--- config.mk ---
export PLATFORM = sky130hd
export DESIGN_NAME = sum_range_method
export DESIGN_NICKNAME = d
export VERILOG_FILES = /design/src/rtl/sum_range_method.sv
export SDC_FILE = /design/constraint.sdc
export NUM_CORES = 1
export LEC_CHECK = 0
export CORE_UTILIZATION = 58
export CTS_CLUSTER_SIZE = 12
export DETAILED_ROUTE_END_ITERATION = 10
export DONT_BUFFER_PORTS = 1
export PLACE_DENSITY = 0.76
export SETUP_SLACK_MARGIN = 0.2
export SLEW_MARGIN = 10
export SYNTH_ARGS = -nofsm -noshare
export SYNTH_HDL_FRONTEND = slang
export SYNTH_SLANG_ARGS = --single-unit
--- constraint.sdc ---
create_clock -name clk -period 5.15 [get_ports clk]
set_input_delay 0.7725 -clock clk [delete_from_list [all_inputs] [get_ports clk]]
set_output_delay 0.7725 -clock clk [all_outputs]
set_load 0.02 [all_outputs]
--- src/rtl/sum_range_method.sv ---
// Method responder "sum": returns the sum of i over [lo, hi), one term per cycle.
// Optional completed-call counter port sum_calls is enabled by defining SUM_RANGE_CALL_COUNT_EN.
module sum_range_method #(
   parameter int WIDTH = 32
) (
   input  logic             clk,
   input  logic             reset,
   input  logic             sum_req,
   output logic             sum_busy,
   input  logic [WIDTH-1:0] sum_lo,
   input  logic [WIDTH-1:0] sum_hi,
   output logic [WIDTH-1:0] sum_return
`ifdef SUM_RANGE_CALL_COUNT_EN
   ,
   output logic [31:0]      sum_calls
`endif
);

   typedef enum logic [1:0] {
      IDLE = 2'd0,
      INIT = 2'd1,
      LOOP = 2'd2,
      DONE = 2'd3
   } state_t;

   state_t state_reg, state_next;

   logic              busy_reg,   busy_next;
   logic signed [WIDTH-1:0] lo_reg,  lo_next;
   logic signed [WIDTH-1:0] hi_reg,  hi_next;
   logic signed [WIDTH-1:0] acc_reg, acc_next;
   logic signed [WIDTH-1:0] idx_reg, idx_next;
   logic [WIDTH-1:0]  return_reg, return_next;
   logic              in_range;

   // Index stops at hi_reg, so it never wraps even when hi is the maximum positive value.
   assign in_range = (idx_reg < hi_reg);

   always_comb begin
      state_next  = state_reg;
      lo_next     = lo_reg;
      hi_next     = hi_reg;
      acc_next    = acc_reg;
      idx_next    = idx_reg;
      return_next = return_reg;
      case (state_reg)
         IDLE: begin
            if (sum_req) begin
               lo_next    = sum_lo;
               hi_next    = sum_hi;
               state_next = INIT;
            end
         end
         INIT: begin
            acc_next   = '0;
            idx_next   = lo_reg;
            state_next = LOOP;
         end
         LOOP: begin
            if (in_range) begin
               acc_next = acc_reg + idx_reg;
               idx_next = idx_reg + 1'b1;
            end else begin
               state_next = DONE;
            end
         end
         DONE: begin
            return_next = acc_reg;
            state_next  = IDLE;
         end
         default: state_next = IDLE;
      endcase
      // Busy is registered from the next state so it tracks (state != IDLE) exactly.
      busy_next = (state_next != IDLE);
   end

   always_ff @(posedge clk or posedge reset) begin
      if (reset) begin
         state_reg  <= IDLE;
         busy_reg   <= 1'b0;
         lo_reg     <= '0;
         hi_reg     <= '0;
         acc_reg    <= '0;
         idx_reg    <= '0;
         return_reg <= '0;
      end else begin
         state_reg  <= state_next;
         busy_reg   <= busy_next;
         lo_reg     <= lo_next;
         hi_reg     <= hi_next;
         acc_reg    <= acc_next;
         idx_reg    <= idx_next;
         return_reg <= return_next;
      end
   end

   assign sum_busy   = busy_reg;
   assign sum_return = return_reg;

`ifdef SUM_RANGE_CALL_COUNT_EN
   logic [31:0] calls_reg, calls_next;

   always_comb begin
      calls_next = calls_reg;
      if (state_reg == DONE) begin
         calls_next = calls_reg + 32'd1;
      end
   end

   always_ff @(posedge clk or posedge reset) begin
      if (reset) begin
         calls_reg <= '0;
      end else begin
         calls_reg <= calls_next;
      end
   end

   assign sum_calls = calls_reg;
`endif

endmodule

==> reports/metrics.cfg, run 1 <==
[layout]
area_growth_pct = 8.57
diodes = 0
drive_gt1_frac = 0.165
fin_nets = 1034

[cts]
worstSkewPairLatency_ps = 440
cts_sinks = 163
cts_made_buffers = 17
ctsResizeCount = 0
clk_transition_reported_paths_ps = 70
hold_buffers = 0
postCtsSetupBuffers = 0
clock-root-buffer = clkbuf_16
ctsLongestPathBuffers = 2
cts.htree.levels = 4
cts_tree = yes

[sta]
finalSetupViolations = 0
finalHoldViolCount = 0
finalHoldWorstSlack_ps = 351
fmax_mhz = 265
relSlewSlack = 0.244
tightest_slew_ps = 1130
fin_crit_sh = 0.733
period_minus_slack_ps = 3770
rsz0062_at_grt = no
final_max_slew_viol_count = 0
finalSetupTns_ps = 0
fin_skew_ps = 8.88

[drt]
via_per_inst = 6.09
totalWireLength_mm = 20.2
drtPass1Iterations = 5
drt_iter0_drc = 575
wl_per_cell_um = 18.0
via_count = 6825
ant_nets = 0
route.detailed.drc = 0

[floorplanning]
start_util = 0.599
die_area_mm2 = 0.0163
chipWidth_um = 128
core_mm2 = 0.0153
io_pins = 100
die_y_um = 128
placementRows = 45

[global_route]
grt_usage = 0.264
grt_pass1_vias = 6412
overflow = 0
grt_max_degree = 164
antenna_found_initial = 0
grt_first_pass_wirelength_mm = 33.3

[synthesis]
synth_top_area_frac = 0.445
synth_cell_type_count = 58
synth_seq_cells = 163
synth-main-ff-cell = dfrtp_1
synth_area_leaders = dfrtp_1, mux2_2, ha_1
synth_area_mm2 = 0.00917
synthMostInstantiatedCell = dfrtp_1
yosys-top-cells-count = dfrtp_1, mux2_2, nand2_1
avgSynthCellArea_um2 = 10.1
synthesis.nets = 1043
ys_async_sr_fraction = 1.00
syn_inst = 907
synth_edf_count = 0
seq_area_frac_synth = 0.445
synth_warnings = 0
netlist.top_cell.by_area = dfrtp_1

[setup_path]
rrSetupSlack_ps = 1380
critPathMaxStageDelay_ps = 560
arrival_ps = 4100
cp-start-kind = register
worst-path-buf-inv = 1
crit_required_ps = 5480
cp_max_fo = 30
cpLargestDelayFamily = compound AO/OA/AOI/OAI gates
critPathCaptureType = register
crit_slowest_cell = a2111oi_1
cp_cell_sequence = ha_1 > a211oi_1 > o21ai_0 > a21oi_1 > o21ai_1 > a2111oi_1 > or3_1 > buf_4 > nand2_1 > o31ai_1
crit_type = register to register

[status]
outcome = finished clean

[place]
io_buffers = 0
dp_hpwl_mm = 14.5
routabilityCongestion = 0.936

[job]
drv_cap = 0

[power_and_ir_drop]
ir_drop_v = 0.000353
p_per_area_mw_per_mm2 = 736
leakagePower_nw = 4.53

[worst_hold_path]
min_path_type = primary input to async pin

-- per-stage QoR --
stage / worst slack [ps] / std cells / util / power [mW] / instance area [um^2]
6_report: 1380 / 1121 / 0.650 / 7.33 / 9960
5_1_grt: 1010 / 1121 / 0.650 / 7.93 / 9960
4_1_cts: 1420 / 1121 / 0.650 / 7.33 / 9960
3_5_place_dp: 1470 / 1090 / 0.613 / 6.05 / 9380
3_3_place_gp: 1620 / 1090 / 0.613 / 5.93 / 9380
2_1_floorplan: 2250 / 907 / - / 5.21 / 9180
-- final timing paths --
path / from / endpoint / cells past startpoint
max in group asynchronous: reset / lo_reg[3] / 2
min reg2reg: hi_reg[27] / hi_reg[27] / 1
min in group clk: sum_hi[14] / hi_reg[14] / 1
max reg2reg: idx_reg[2] / acc_reg[3] / 10
min: reset / acc_reg[11] / 2
max: idx_reg[2] / acc_reg[3] / 10
-- report_power, final --
part           internal [mW]  leakage (nW)  switching, mW
Clock                  0.722         0.259          0.522
Combinational           1.56          2.27           1.99
Sequential              1.86          2.00          0.676
-- cells by family (layout without fill, tap and decap cells) --
logic type                 after synthesis  after routing  synth area share
buffers and inverters                   82             85            0.0344
xor gates and xnor gates                29             29            0.0277
DFF                                    163            163             0.445
and+or+nand+nor                        233            233             0.119
muxes                                   99             99             0.121
adders and majority gates               69             69            0.0949
AOI/OAI and AO/OA                      232            232             0.159
-- cells in the final DEF, fill, tap and decap left out, types with 10 or more instances in the layout --
cell / count
xnor2_1: 10
dfrtp_1: 163
a211oi_1: 12
inv_1: 45
o22ai_1: 11
mux2_2: 97
nor2_1: 40
o21ai_0: 58
ha_1: 67
nand3_1: 35
clkbuf_16: 17
xor2_1: 19
a21o_1: 14
nor2b_1: 10
a21oi_1: 83
nand4_1: 16
nand2_1: 90
-- worst reg2reg max path: stages (launching register included) --
cell,delay (ps)
dfrtp_1,450
ha_1,330
a211oi_1,240
o21ai_0,150
a21oi_1,170
o21ai_1,130
a2111oi_1,560
or3_1,440
buf_4,380
nand2_1,430
o31ai_1,390
-- area by class of cell --
cell class / count / area, um^2
fillers: 1219 / 5360
multi-input cells: 662 / 4790
flip-flops and latches: 163 / 4080
clock buffers: 19 / 443
well taps: 211 / 264
inverters: 46 / 176
clock inverters: 12 / 135
repair buffers: 8 / 72.6
-- metal layers --
| metal | GRT usage | vias to the layer above | wire (um) |
|---|---|---|---|
| li1 | - | 3278 | - |
| met1 | 0.386 | 3315 | 9740 |
| met2 | 0.386 | 204 | 8890 |
| met3 | 0.0513 | 28 | 1110 |
| met4 | 0.106 | 0 | 434 |
| met5 | 0 | - | 0 |
Power figures use the tool's default switching activity.
==> run 2, diff against run 1 <==
Clock period 5.15 ns to 3.4 ns, I/O delays scaled along.
==> reports/metrics.cfg, run 2 (synthesis results as in run 1) <==
[cts]
clk_transition_reported_paths_ps = 60  ; about the same
cts_made_buffers = 17  ; unchanged
ctsLongestPathBuffers = 2  ; unchanged
hold_buffers = 0  ; unchanged
clock-root-buffer = clkbuf_16
cts_tree = yes
cts_sinks = 163  ; unchanged
cts.htree.levels = 4  ; unchanged
worstSkewPairLatency_ps = 440  ; about the same

[layout]
area_growth_pct = 10.2
drive_gt1_frac = 0.173  ; +0.00799
fin_nets = 1043  ; +0.87%
finalNonFillerCells = 1131  ; +0.89%
n_fill_cell = 1251  ; +2.6%
multi_input_area_mm2 = 0.00479  ; about the same
final_common_cell = dfrtp_1
seq_area_mm2 = 0.00408  ; about the same
diodes = 0  ; unchanged
mostFrequentLayoutCells = dfrtp_1, mux2_2, nand2_1, a21oi_1, ha_1

[power_and_ir_drop]
leakagePower_nw = 4.61  ; +1.8%
ir_drop_v = 0.000569  ; +61%
p_per_area_mw_per_mm2 = 1130  ; +53%

[setup_path]
rr_startpoint = idx_reg[0]
crit_path_start = idx_reg[0]
crit_slowest_cell = dfrtp_2
crit_type = register to register
rr_endpoint = acc_reg[26]
arrival_ps = 3430  ; -670 ps
critPathMaxStageDelay_ps = 450  ; -110 ps
crit_end = acc_reg[26]
crit_required_ps = 3720  ; -1760 ps
cp_max_fo = 6  ; -80%
cp-start-kind = register
critPathCaptureType = register
rr_worst_depth = 11  ; +1
rrSetupSlack_ps = 280  ; -1090 ps
cp_cell_sequence = ha_1 > fa_2 > a211o_1 > o211ai_2 > a21o_4 > a21oi_4 > a221oi_4 > o21ai_1 > o21a_1 > or3_1 > a32o_1

[drt]
drt_iter0_drc = 564  ; -1.9%
wl_per_cell_um = 18.0  ; about the same
via_per_inst = 5.97  ; -1.9%
totalWireLength_mm = 20.4  ; +0.92%
drtPass1Iterations = 5  ; unchanged
via_count = 6754  ; -1.0%
ant_nets = 0  ; unchanged
route.detailed.drc = 0  ; unchanged

[sta]
final_max_slew_viol_count = 0  ; unchanged
fmax_mhz = 321  ; +21%
rsz0062_at_grt = yes
relSlewSlack = 0.428  ; +0.185
period_minus_slack_ps = 3120  ; -658 ps
finalSetupTns_ps = 0  ; unchanged
tightest_slew_ps = 853  ; -275 ps
fin_skew_ps = 9.48  ; +0.606 ps
finalSetupViolations = 0  ; unchanged
layout_setup_ws_ps = 285  ; -1090 ps
finalHoldViolCount = 0  ; unchanged
fin_crit_sh = 0.916  ; +0.184

[global_route]
grt_usage = 0.266  ; +0.00172
grt_max_degree = 112  ; -32%
grt_first_pass_wirelength_mm = 33.4  ; +0.35%
grt_pass1_vias = 6503  ; +1.4%
antenna_found_initial = 0  ; unchanged
overflow = 0  ; unchanged

[job]
drv_cap = 0  ; unchanged

[place]
placed_cells = 1098  ; +0.73%
routabilityCongestion = 0.915  ; -2.2%
dp_hpwl_mm = 14.7  ; +1.5%
io_buffers = 0  ; unchanged
place_ws_ps = 255  ; -1220 ps

[floorplanning]
die_y_um = 128  ; unchanged
io_pins = 100  ; unchanged
placementRows = 45  ; unchanged
core_mm2 = 0.0153  ; unchanged
chipWidth_um = 128  ; unchanged
die_area_mm2 = 0.0163  ; unchanged
start_util = 0.599  ; unchanged

[worst_hold_path]
min_path_type = primary input to async pin

[status]
outcome = finished clean

## run 2: cell types whose count changed in the layout (fill, tap and decap cells not counted), sizes merged
cell / before / now
clkinv: 3 / 1
bufinv: 2 / 3
clkinvlp: 8 / 5
buf: 8 / 17
clkbuf: 19 / 24
## run 2: power by group
group	total (mW)	leakage (nW)	internal (mW)	switching, mW
Clock	1.98	0.283	1.21	0.768
Combinational	5.59	2.33	2.51	3.09
Sequential	3.81	2.00	2.82	0.995
Total	11.4	4.61	6.54	4.85
## run 2: worst max-delay path: cells and delay by family (launching register included)
family                     cells  cell delay, ps
AOI/OAI and AO/OA              8            1610
adders and majority gates      2             610
DFF                            1             450
and+or+nand+nor                1             320
## run 2: worst min-delay path by stage
stage / end / slack, ps / from
CTS: sum_return[5] / 160 / reset
finish: acc_reg[6] / 90 / reset
global route: acc_reg[5] / 190 / reset
global placement: acc_reg[5] / 480 / acc_reg[5]
detailed placement: lo_reg[15] / 490 / lo_reg[15]
floorplan: acc_reg[12] / 460 / acc_reg[12]
## run 2: layer usage
| metal | track usage | share of wire | wire length (um) |
|---|---|---|---|
| met5 | 0 | 0 | 0 |
| met4 | 0.0969 | 0.020 | 413 |
| met3 | 0.0580 | 0.051 | 1050 |
| met2 | 0.403 | 0.46 | 9310 |
| met1 | 0.376 | 0.47 | 9580 |
## run 2: final cells by class
class / instances / area share
Clock buffer: 24 / 0.0476
Clock inverter: 8 / 0.0124
Inverter: 46 / 0.0175
Multi-Input combinational cell: 662 / 0.474
Sequential cell: 163 / 0.404
Tap cell: 211 / 0.0261
Timing Repair Buffer: 17 / 0.0188
## run 2: through the flow
stage | power [mW] | hold WS [ps] | area [um^2] | utilization
floorplan | 7.89 | 462 | 9180 | -
global placement | 9.16 | 481 | 9490 | 0.620
detailed placement | 9.34 | 493 | 9490 | 0.620
CTS | 11.4 | 156 | 10100 | 0.660
global route | 12.3 | 187 | 10100 | 0.660
finish | 11.4 | 88.1 | 10100 | 0.660
## run 2: repair_timing
item | CTS | global route
gates resized for setup | 0 | 2
setup endpoints to repair | 1 | 4
pin swaps | 1 | 0
buffers inserted | 1 | 0
